[src/rtl/mc_seq_pkg.sv]
// Shared definitions for the multicycle sequencer: state codes, opcodes, control-word layout.
// Latency: n/a (constants and pure functions only).
// Backpressure: n/a.
package mc_seq_pkg;

    // State register encoding; also exported on state_o for debug.
    typedef enum logic [3:0] {
        ST_FETCH    = 4'd0,
        ST_DECODE   = 4'd1,
        ST_EXEC_R   = 4'd2,
        ST_EXEC_I   = 4'd3,
        ST_WB_ALU   = 4'd4,
        ST_MEM_ADDR = 4'd5,
        ST_MEM_RD   = 4'd6,
        ST_MEM_WR   = 4'd7,
        ST_WB_MEM   = 4'd8,
        ST_BRANCH   = 4'd9,
        ST_JUMP     = 4'd10,
        ST_HALT     = 4'd11
    } state_t;

    // Fully decoded opcodes; R/I classes are matched on the top two bits.
    localparam logic [5:0] OP_LW   = 6'h20;
    localparam logic [5:0] OP_SW   = 6'h21;
    localparam logic [5:0] OP_BEQ  = 6'h30;
    localparam logic [5:0] OP_J    = 6'h31;
    localparam logic [5:0] OP_HALT = 6'h3F;

    // Control-word bit positions (bit16..bit0).
    localparam int CW_ZERO_OR_SIGN = 16;
    localparam int CW_PC_WRITE_CND = 15;
    localparam int CW_PC_WRITE     = 14;
    localparam int CW_IOR_D        = 13;
    localparam int CW_MEM_READ     = 12;
    localparam int CW_MEM_WRITE    = 11;
    localparam int CW_MEM_TO_REG   = 10;
    localparam int CW_IR_WRITE     = 9;
    localparam int CW_PC_SRC_LSB   = 7;   // [8:7]
    localparam int CW_ALU_OP_LSB   = 5;   // [6:5]
    localparam int CW_ALU_SRCB_LSB = 3;   // [4:3]
    localparam int CW_ALU_SRCA     = 2;
    localparam int CW_REG_WRITE    = 1;
    localparam int CW_REG_DST      = 0;

    // Per-state base control words; opcode-dependent bits are patched in the decoder.
    localparam logic [16:0] CW_FETCH    = 17'h04208; // PCWrite, IRWrite, SrcB=01
    localparam logic [16:0] CW_DECODE   = 17'h00010; // SrcB=10, ALUOp=add
    localparam logic [16:0] CW_EXEC_R   = 17'h00024; // SrcA=RegA, SrcB=RegB, ALUOp=func
    localparam logic [16:0] CW_EXEC_I   = 17'h00034; // SrcA=RegA, SrcB=imm, ALUOp=func
    localparam logic [16:0] CW_WB_ALU   = 17'h00002; // RegWrite
    localparam logic [16:0] CW_MEM_ADDR = 17'h10014; // SrcA=RegA, SrcB=imm, sign-extend
    localparam logic [16:0] CW_MEM_RD   = 17'h01000; // MemRead
    localparam logic [16:0] CW_MEM_WR   = 17'h00800; // MemWrite
    localparam logic [16:0] CW_WB_MEM   = 17'h00403; // RegWrite, MemtoReg, RegDst
    localparam logic [16:0] CW_BRANCH   = 17'h080C4; // SrcA=RegA, ALUOp=sub, PCWriteCond, PCSource=01
    localparam logic [16:0] CW_JUMP     = 17'h04100; // PCWrite, PCSource=10

    function automatic logic is_rtype(input logic [5:0] op);
        return op[5:4] == 2'b00;
    endfunction

    function automatic logic is_itype(input logic [5:0] op);
        return op[5:4] == 2'b01;
    endfunction

endpackage

[src/rtl/mc_ctrl_decode.sv]
// Combinational {state, opcode} -> 17-bit datapath control word (Moore, opcode only refines fields).
// Latency: 0 cycles (pure combinational).
// Backpressure: none; follows state every cycle.
//   state     : current sequencer state
//   opcode    : IR[31:26], selects ZeroOrSign in EXEC_I and RegDst in WB_ALU
//   ctrl_word : datapath control word
module mc_ctrl_decode
    import mc_seq_pkg::*;
(
    input  state_t      state,
    input  logic [5:0]  opcode,
    output logic [16:0] ctrl_word
);

    always_comb begin
        ctrl_word = '0;
        unique case (state)
            ST_FETCH:    ctrl_word = CW_FETCH;
            ST_DECODE:   ctrl_word = CW_DECODE;
            ST_EXEC_R:   ctrl_word = CW_EXEC_R;
            ST_EXEC_I: begin
                ctrl_word = CW_EXEC_I;
                // opcode[3]=0 selects sign extension of the immediate
                ctrl_word[CW_ZERO_OR_SIGN] = ~opcode[3];
            end
            ST_WB_ALU: begin
                ctrl_word = CW_WB_ALU;
                // I-type writes rt, R-type writes rd
                ctrl_word[CW_REG_DST] = is_itype(opcode);
            end
            ST_MEM_ADDR: ctrl_word = CW_MEM_ADDR;
            ST_MEM_RD:   ctrl_word = CW_MEM_RD;
            ST_MEM_WR:   ctrl_word = CW_MEM_WR;
            ST_WB_MEM:   ctrl_word = CW_WB_MEM;
            ST_BRANCH:   ctrl_word = CW_BRANCH;
            ST_JUMP:     ctrl_word = CW_JUMP;
            default:     ctrl_word = '0;   // HALT and unused codes drive nothing
        endcase
    end

endmodule

[src/rtl/multicycle_sequencer.sv]
// Moore control FSM stepping FETCH->DECODE->EXEC/MEM->WB; counts retired instrs, sticky HALT on faults.
// Latency: R/I 4 cycles, LW 5+waits, SW 4+waits, BEQ/J 3 cycles.
// Backpressure: stalls in MEM_RD/MEM_WR until mem_ready; halts with mem_fault after MEM_TIMEOUT cycles.
//   clk, reset  : clock, synchronous active-high reset
//   opcode      : IR[31:26], stable from DECODE to end of instruction
//   mem_ready   : DMem access complete (only looked at in MEM_RD/MEM_WR)
//   ctrl_word   : datapath control word, forced to 0 during reset
//   mem_req     : DMem access in progress
//   state_o     : current state code
//   instr_count : retired instruction count (wraps)
//   halted, illegal_op, mem_fault : HALT status and sticky cause flags
module multicycle_sequencer
    import mc_seq_pkg::*;
#(
    parameter int CNT_WIDTH   = 32,
    parameter int MEM_TIMEOUT = 16
) (
    input  logic                 clk,
    input  logic                 reset,
    input  logic [5:0]           opcode,
    input  logic                 mem_ready,
    output logic [16:0]          ctrl_word,
    output logic                 mem_req,
    output logic [3:0]           state_o,
    output logic [CNT_WIDTH-1:0] instr_count,
    output logic                 halted,
    output logic                 illegal_op,
    output logic                 mem_fault
);

    localparam int WAIT_W = $clog2(MEM_TIMEOUT);

    state_t            state;
    state_t            next_state;
    logic [WAIT_W-1:0] wait_cnt;
    logic              in_mem_wait;
    logic              timed_out;
    logic              set_illegal;
    logic              set_fault;
    logic [16:0]       dec_word;

    assign in_mem_wait = (state == ST_MEM_RD) || (state == ST_MEM_WR);
    // Last allowed wait cycle; a mem_ready in this same cycle still completes the access.
    assign timed_out   = (wait_cnt == WAIT_W'(MEM_TIMEOUT - 1)) && !mem_ready;

    always_comb begin
        next_state  = state;
        set_illegal = 1'b0;
        set_fault   = 1'b0;
        unique case (state)
            ST_FETCH:  next_state = ST_DECODE;
            ST_DECODE: begin
                if (is_rtype(opcode))                         next_state = ST_EXEC_R;
                else if (is_itype(opcode))                    next_state = ST_EXEC_I;
                else if (opcode == OP_LW || opcode == OP_SW)  next_state = ST_MEM_ADDR;
                else if (opcode == OP_BEQ)                    next_state = ST_BRANCH;
                else if (opcode == OP_J)                      next_state = ST_JUMP;
                else if (opcode == OP_HALT)                   next_state = ST_HALT;
                else begin
                    next_state  = ST_HALT;
                    set_illegal = 1'b1;
                end
            end
            ST_EXEC_R, ST_EXEC_I: next_state = ST_WB_ALU;
            ST_MEM_ADDR: next_state = (opcode == OP_SW) ? ST_MEM_WR : ST_MEM_RD;
            ST_MEM_RD: begin
                if (mem_ready) next_state = ST_WB_MEM;
                else if (timed_out) begin
                    next_state = ST_HALT;
                    set_fault  = 1'b1;
                end
            end
            ST_MEM_WR: begin
                if (mem_ready) next_state = ST_FETCH;
                else if (timed_out) begin
                    next_state = ST_HALT;
                    set_fault  = 1'b1;
                end
            end
            ST_WB_ALU, ST_WB_MEM, ST_BRANCH, ST_JUMP: next_state = ST_FETCH;
            ST_HALT:   next_state = ST_HALT;
            default:   next_state = ST_HALT;
        endcase
    end

    always_ff @(posedge clk) begin
        if (reset) begin
            state       <= ST_FETCH;
            instr_count <= '0;
            wait_cnt    <= '0;
            illegal_op  <= 1'b0;
            mem_fault   <= 1'b0;
        end else begin
            state <= next_state;
            // Only completed instructions re-enter FETCH; HALT never leaves.
            if (next_state == ST_FETCH)
                instr_count <= instr_count + CNT_WIDTH'(1);
            // Held at zero outside the wait states, so it is clear on entry.
            if (!in_mem_wait)
                wait_cnt <= '0;
            else if (!mem_ready)
                wait_cnt <= wait_cnt + WAIT_W'(1);
            illegal_op <= illegal_op | set_illegal;
            mem_fault  <= mem_fault | set_fault;
        end
    end

    mc_ctrl_decode u_decode (
        .state     (state),
        .opcode    (opcode),
        .ctrl_word (dec_word)
    );

    assign ctrl_word = reset ? '0 : dec_word;
    assign mem_req   = !reset && in_mem_wait;
    assign state_o   = state;
    assign halted    = (state == ST_HALT);

endmodule

[config.mk]
export PLATFORM = sky130hd
export DESIGN_NAME = multicycle_sequencer
export DESIGN_NICKNAME = d
export VERILOG_FILES = /design/src/rtl/mc_seq_pkg.sv /design/src/rtl/mc_ctrl_decode.sv /design/src/rtl/multicycle_sequencer.sv
export SDC_FILE = /design/constraint.sdc
export NUM_CORES = 1
export LEC_CHECK = 0
export CAP_MARGIN = 5
export CORE_MARGIN = 1
export CORE_UTILIZATION = 49
export CTS_CLUSTER_SIZE = 10
export DETAILED_ROUTE_END_ITERATION = 10
export PLACE_DENSITY_LB_ADDON = 0.2
export SLEW_MARGIN = 15
export SYNTH_ARGS = -nofsm -noshare
export SYNTH_HDL_FRONTEND = slang
export SYNTH_SLANG_ARGS = --single-unit
export TNS_END_PERCENT = 50
[constraint.sdc]
create_clock -name clk -period 2.6 [get_ports clk]
set_input_delay 0.26 -clock clk [delete_from_list [all_inputs] [get_ports clk]]
set_output_delay 0.26 -clock clk [all_outputs]
set_load 0.005 [all_outputs]
==> results.sh <==
export IMPL_area_growth_pct=39.56
export IMPL_cts_post_setup_buffers_inserted=0
export IMPL_cp_max_fo=11
export IMPL_cts_clk_slew_worst_paths_ns=0.08
export IMPL_hp_class="flop to flop"
export IMPL_synthCells=307
export IMPL_pwr_share_clk_pct=32.6
export IMPL_crit_slowest_cell="or4b_1"
export IMPL_synth_edff_count=0
export IMPL_insertion_delay_ns=0.30
export IMPL_synth_commonest_cells="42 x dfxtp_1, 26 x a21oi_1, 26 x nor2_1"
export IMPL_cts_root_buf="clkbuf_8"
export IMPL_n_fill_cell=392
export IMPL_drive_gt1_share_pct=11.89
export IMPL_hold_viol=0
export IMPL_yosysSeqAreaShare_pct=34.30
export IMPL_synthFlopType="dfxtp_1"
export IMPL_min_period_ns=2.471
export IMPL_drt_initial_drc_count=167
export IMPL_worstSetupEndpointType="flop"
export IMPL_grt_util_all_layers_pct=24.52
export IMPL_synth_seq_cells=42
export IMPL_vias=2572
export IMPL_fmax_ghz=0.4046
export IMPL_synth_cell_type_count=57
export IMPL_hold_end="mem_fault$_SDFF_PP0_"
export IMPL_antenna_left=0
export IMPL_core_mm2=0.004755
export IMPL_placed_cell_area_mm2=0.003267
export IMPL_outcome="complete, no violations"
export IMPL_worst_r2r_setup_slack_ns=0.23
export IMPL_die_h_um=72.73
export IMPL_worstMarginPinSlew_ns=0.5733
export IMPL_multiInputGateArea_mm2=0.001465
export IMPL_synth_xor_area_share_pct=2.859
export IMPL_critPathMaxStageDelay_ns=0.57
export IMPL_power_leakage_uw=0.001161
export IMPL_fin_util_pct=71.95
export IMPL_postSynthNetCount=318
export IMPL_avgSynthCellArea_um2=7.984
export IMPL_hpwl_um=4606
export IMPL_tns_ns=0
export IMPL_p_int_uw=1396
export IMPL_ys_async_sr_fraction_pct=0
export IMPL_path_delay_family="simple AND/OR/NAND/NOR gates"
export IMPL_tritoncts="done"
export IMPL_p_sw_uw=569.6
export IMPL_synth_compound_area_share_pct=19.14
export IMPL_firstDrtPassIters=4
export IMPL_crit_buf_inv=3
export IMPL_power_uw=1966
export IMPL_hold_depth=1
export IMPL_yosysTopAreaCell="dfxtp_1"
export IMPL_drc_errors=0
export IMPL_synth_most_common_cell="dfxtp_1"
export IMPL_max_cap_violations=0
export IMPL_yosysWarningCount=0
export IMPL_clockBufferDepth=2
export IMPL_slew_violations=0
export IMPL_synth_top_cells_by_area="dfxtp_1 34%, a21oi_1 5.3%, or3_1 4.3%"
export IMPL_switching_share_pct=28.97
export IMPL_fin_nets=397
export IMPL_grt_pass1_wl_um=10320
export IMPL_grt_remaining_overflow=0
export IMPL_htreeDepth=2
export IMPL_r2r_end="instr_count[9]$_SDFFE_PP0N_"
export IMPL_ir_worst_vdd_mv=0.5309
export IMPL_reg2regPathDepth=9
export IMPL_critical_path_class="primary input to flop"
export IMPL_finClkSkew_ns=0.005761
export IMPL_cts_sinks=42
export IMPL_setup_viol=0
export IMPL_grt_max_degree=34
export IMPL_via_per_inst=5.665
export IMPL_grt_pass1_vias=2305
export IMPL_startpoint_type="primary input"
export IMPL_power_frac_comb_pct=31.7
export IMPL_p_seq_share_pct=35.7
export IMPL_period_share_pct=95.06
export IMPL_critPathArrivalTime_ns=2.70
export IMPL_synth_fa_ha_area_share_pct=1.021
export IMPL_critPathMostFrequentCell="buf_4"
export IMPL_antenna_found_initial=0
export IMPL_dieArea_mm2=0.005289
export IMPL_cts_buffers=5
export IMPL_worstPathCellList="clkdlybuf4s50_1, or4b_1, o221ai_1, and4_1, buf_4, nand4_1, buf_4, or3_1, a21oi_1"
export IMPL_gp_congestion=0.8210
export IMPL_cp_data_required_time_ns=2.83
export IMPL_num_antenna_cells=0
export IMPL_yosys_area_share_simple_pct=34.86
export IMPL_finalInstanceArea_mm2=0.003421
export IMPL_synthMuxAreaShare_pct=1.276
export IMPL_initial_core_util_pct=51.55
export IMPL_drt_total_wl_um=6374
export IMPL_hold_start="mem_fault$_SDFF_PP0_"
export IMPL_wl_per_cell_um=14.04
export IMPL_synth_top_family_by_area="simple AND/OR/NAND/NOR gates"
export IMPL_slew_limit_headroom_pct=61.43
export IMPL_port_buffers=64
export IMPL_syn_cell_area_mm2=0.002451
export IMPL_p_per_area_mw_per_mm2=574.7
export IMPL_seq_area_um2=840.8
export IMPL_rr_startpoint="state_o[1]$_SDFF_PP0_"
export IMPL_die_w_um=72.73
export IMPL_num_rows=25
export IMPL_yosysTopAreaCellShare_pct=34.30
export IMPL_whs_ns=0.4738
export IMPL_pin_count=66
sequential cells by signal (all words and copies together) (netlist names):
register / flops
state_o: 4
mem_fault: 1
illegal_op: 1
wait_cnt: 4
instr_count: 32
routing by layer:
metal,track usage [%],up-vias,routed length (um)
li1,-,1284,-
met1,32.08,1213,2976
met2,41.23,67,3029
met3,3.591,8,303
met4,8.497,0,65
met5,0,-,0
how the worst max path moves through the flow:
| stage | start | endpoint | slack [ns] | cells after the start |
|---|---|---|---|---|
| after floorplan | wait_cnt[0]$_SDFFE_PN0N_ | instr_count[19]$_SDFFE_PP0N_ | 0.34 | 7 |
| after global placement | opcode[1] | instr_count[28]$_SDFFE_PP0N_ | -0.08 | 9 |
| after detailed placement | opcode[1] | instr_count[24]$_SDFFE_PP0N_ | -0.12 | 9 |
| after CTS | state_o[3]$_SDFF_PP0_ | ctrl_word[0] | 0.16 | 5 |
| after global routing | opcode[1] | instr_count[9]$_SDFFE_PP0N_ | -0.009 | 9 |
| final | opcode[1] | instr_count[9]$_SDFFE_PP0N_ | 0.13 | 9 |
stage by stage:
step	cells	setup slack, ns
2_1_floorplan	307	0.3391
3_3_place_gp	446	-0.07817
3_5_place_dp	446	-0.1245
4_1_cts	454	0.1566
5_1_grt	454	-0.008987
6_report	454	0.1285
layout make-up:
class,instances,share of cell area (%)
inverter,12,1.317
multi-input combinational,234,42.83
sequential,42,24.58
clock inverter,2,1.756
clock buffer,6,2.414
timing repair buffer,91,24.65
tap,67,2.451
power by group through the flow:
stage | Sequential (uW) | Combinational [uW] | Clock, uW
2_1_floorplan | 712 | 353 | 0
3_3_place_gp | 716 | 585 | 0
3_5_place_dp | 716 | 599 | 0
4_1_cts | 701 | 608 | 651
5_1_grt | 706 | 670 | 675
6_report | 702 | 623 | 641
cells by family (layout without fill, tap and decap cells):
kind of cell | after synthesis | after routing
flops | 42 | 42
other cells | 1 | 1
fa+ha+maj | 2 | 2
simple gates | 145 | 145
mux | 3 | 3
compound gates | 75 | 75
buf+inv | 31 | 111
xor+xnor | 8 | 8
cell usage in the layout, fill, tap and decap left out, types with 3 or more instances in the layout:
cell             synthesis  layout
clkdlybuf4s50_1          0      64
dfxtp_1                 42      42
buf_4                    5      27
nor2_1                  26      26
a21oi_1                 26      26
nand3_1                 20      20
nand2_1                 19      19
o21ai_0                 18      18
or3_1                   17      17
inv_1                   11      11
nand4_1                  9       9
nor4_1                   8       8
nor3_1                   7       7
and4_1                   7       7
o21a_1                   6       6
clkbuf_8                 0       6
xnor2_1                  5       5
nand2b_1                 5       5
and2_1                   5       5
nor2b_1                  4       4
a31oi_1                  3       3
xor2_1                   3       3
a21bo_2                  3       3
or4_1                    3       3
o21ai_1                  3       3
what timing repair did:
item / in CTS / in global routing
gates resized for setup: 0 / 1
hold buffers: 0 / 0
setup endpoints to repair: 0 / 3
hold endpoints to repair: 0 / 0
worst reg2reg max path, cell delays in order (launching register included):
cell and delay, ns:
dfxtp_1 0.54, nor4bb_1 0.13, buf_4 0.16, a211o_1 0.28, a211oi_2 0.18, buf_4 0.20, nand4_1 0.14, buf_4 0.21
or3_1 0.32, a21oi_1 0.14
Power figures use the tool's default switching activity.
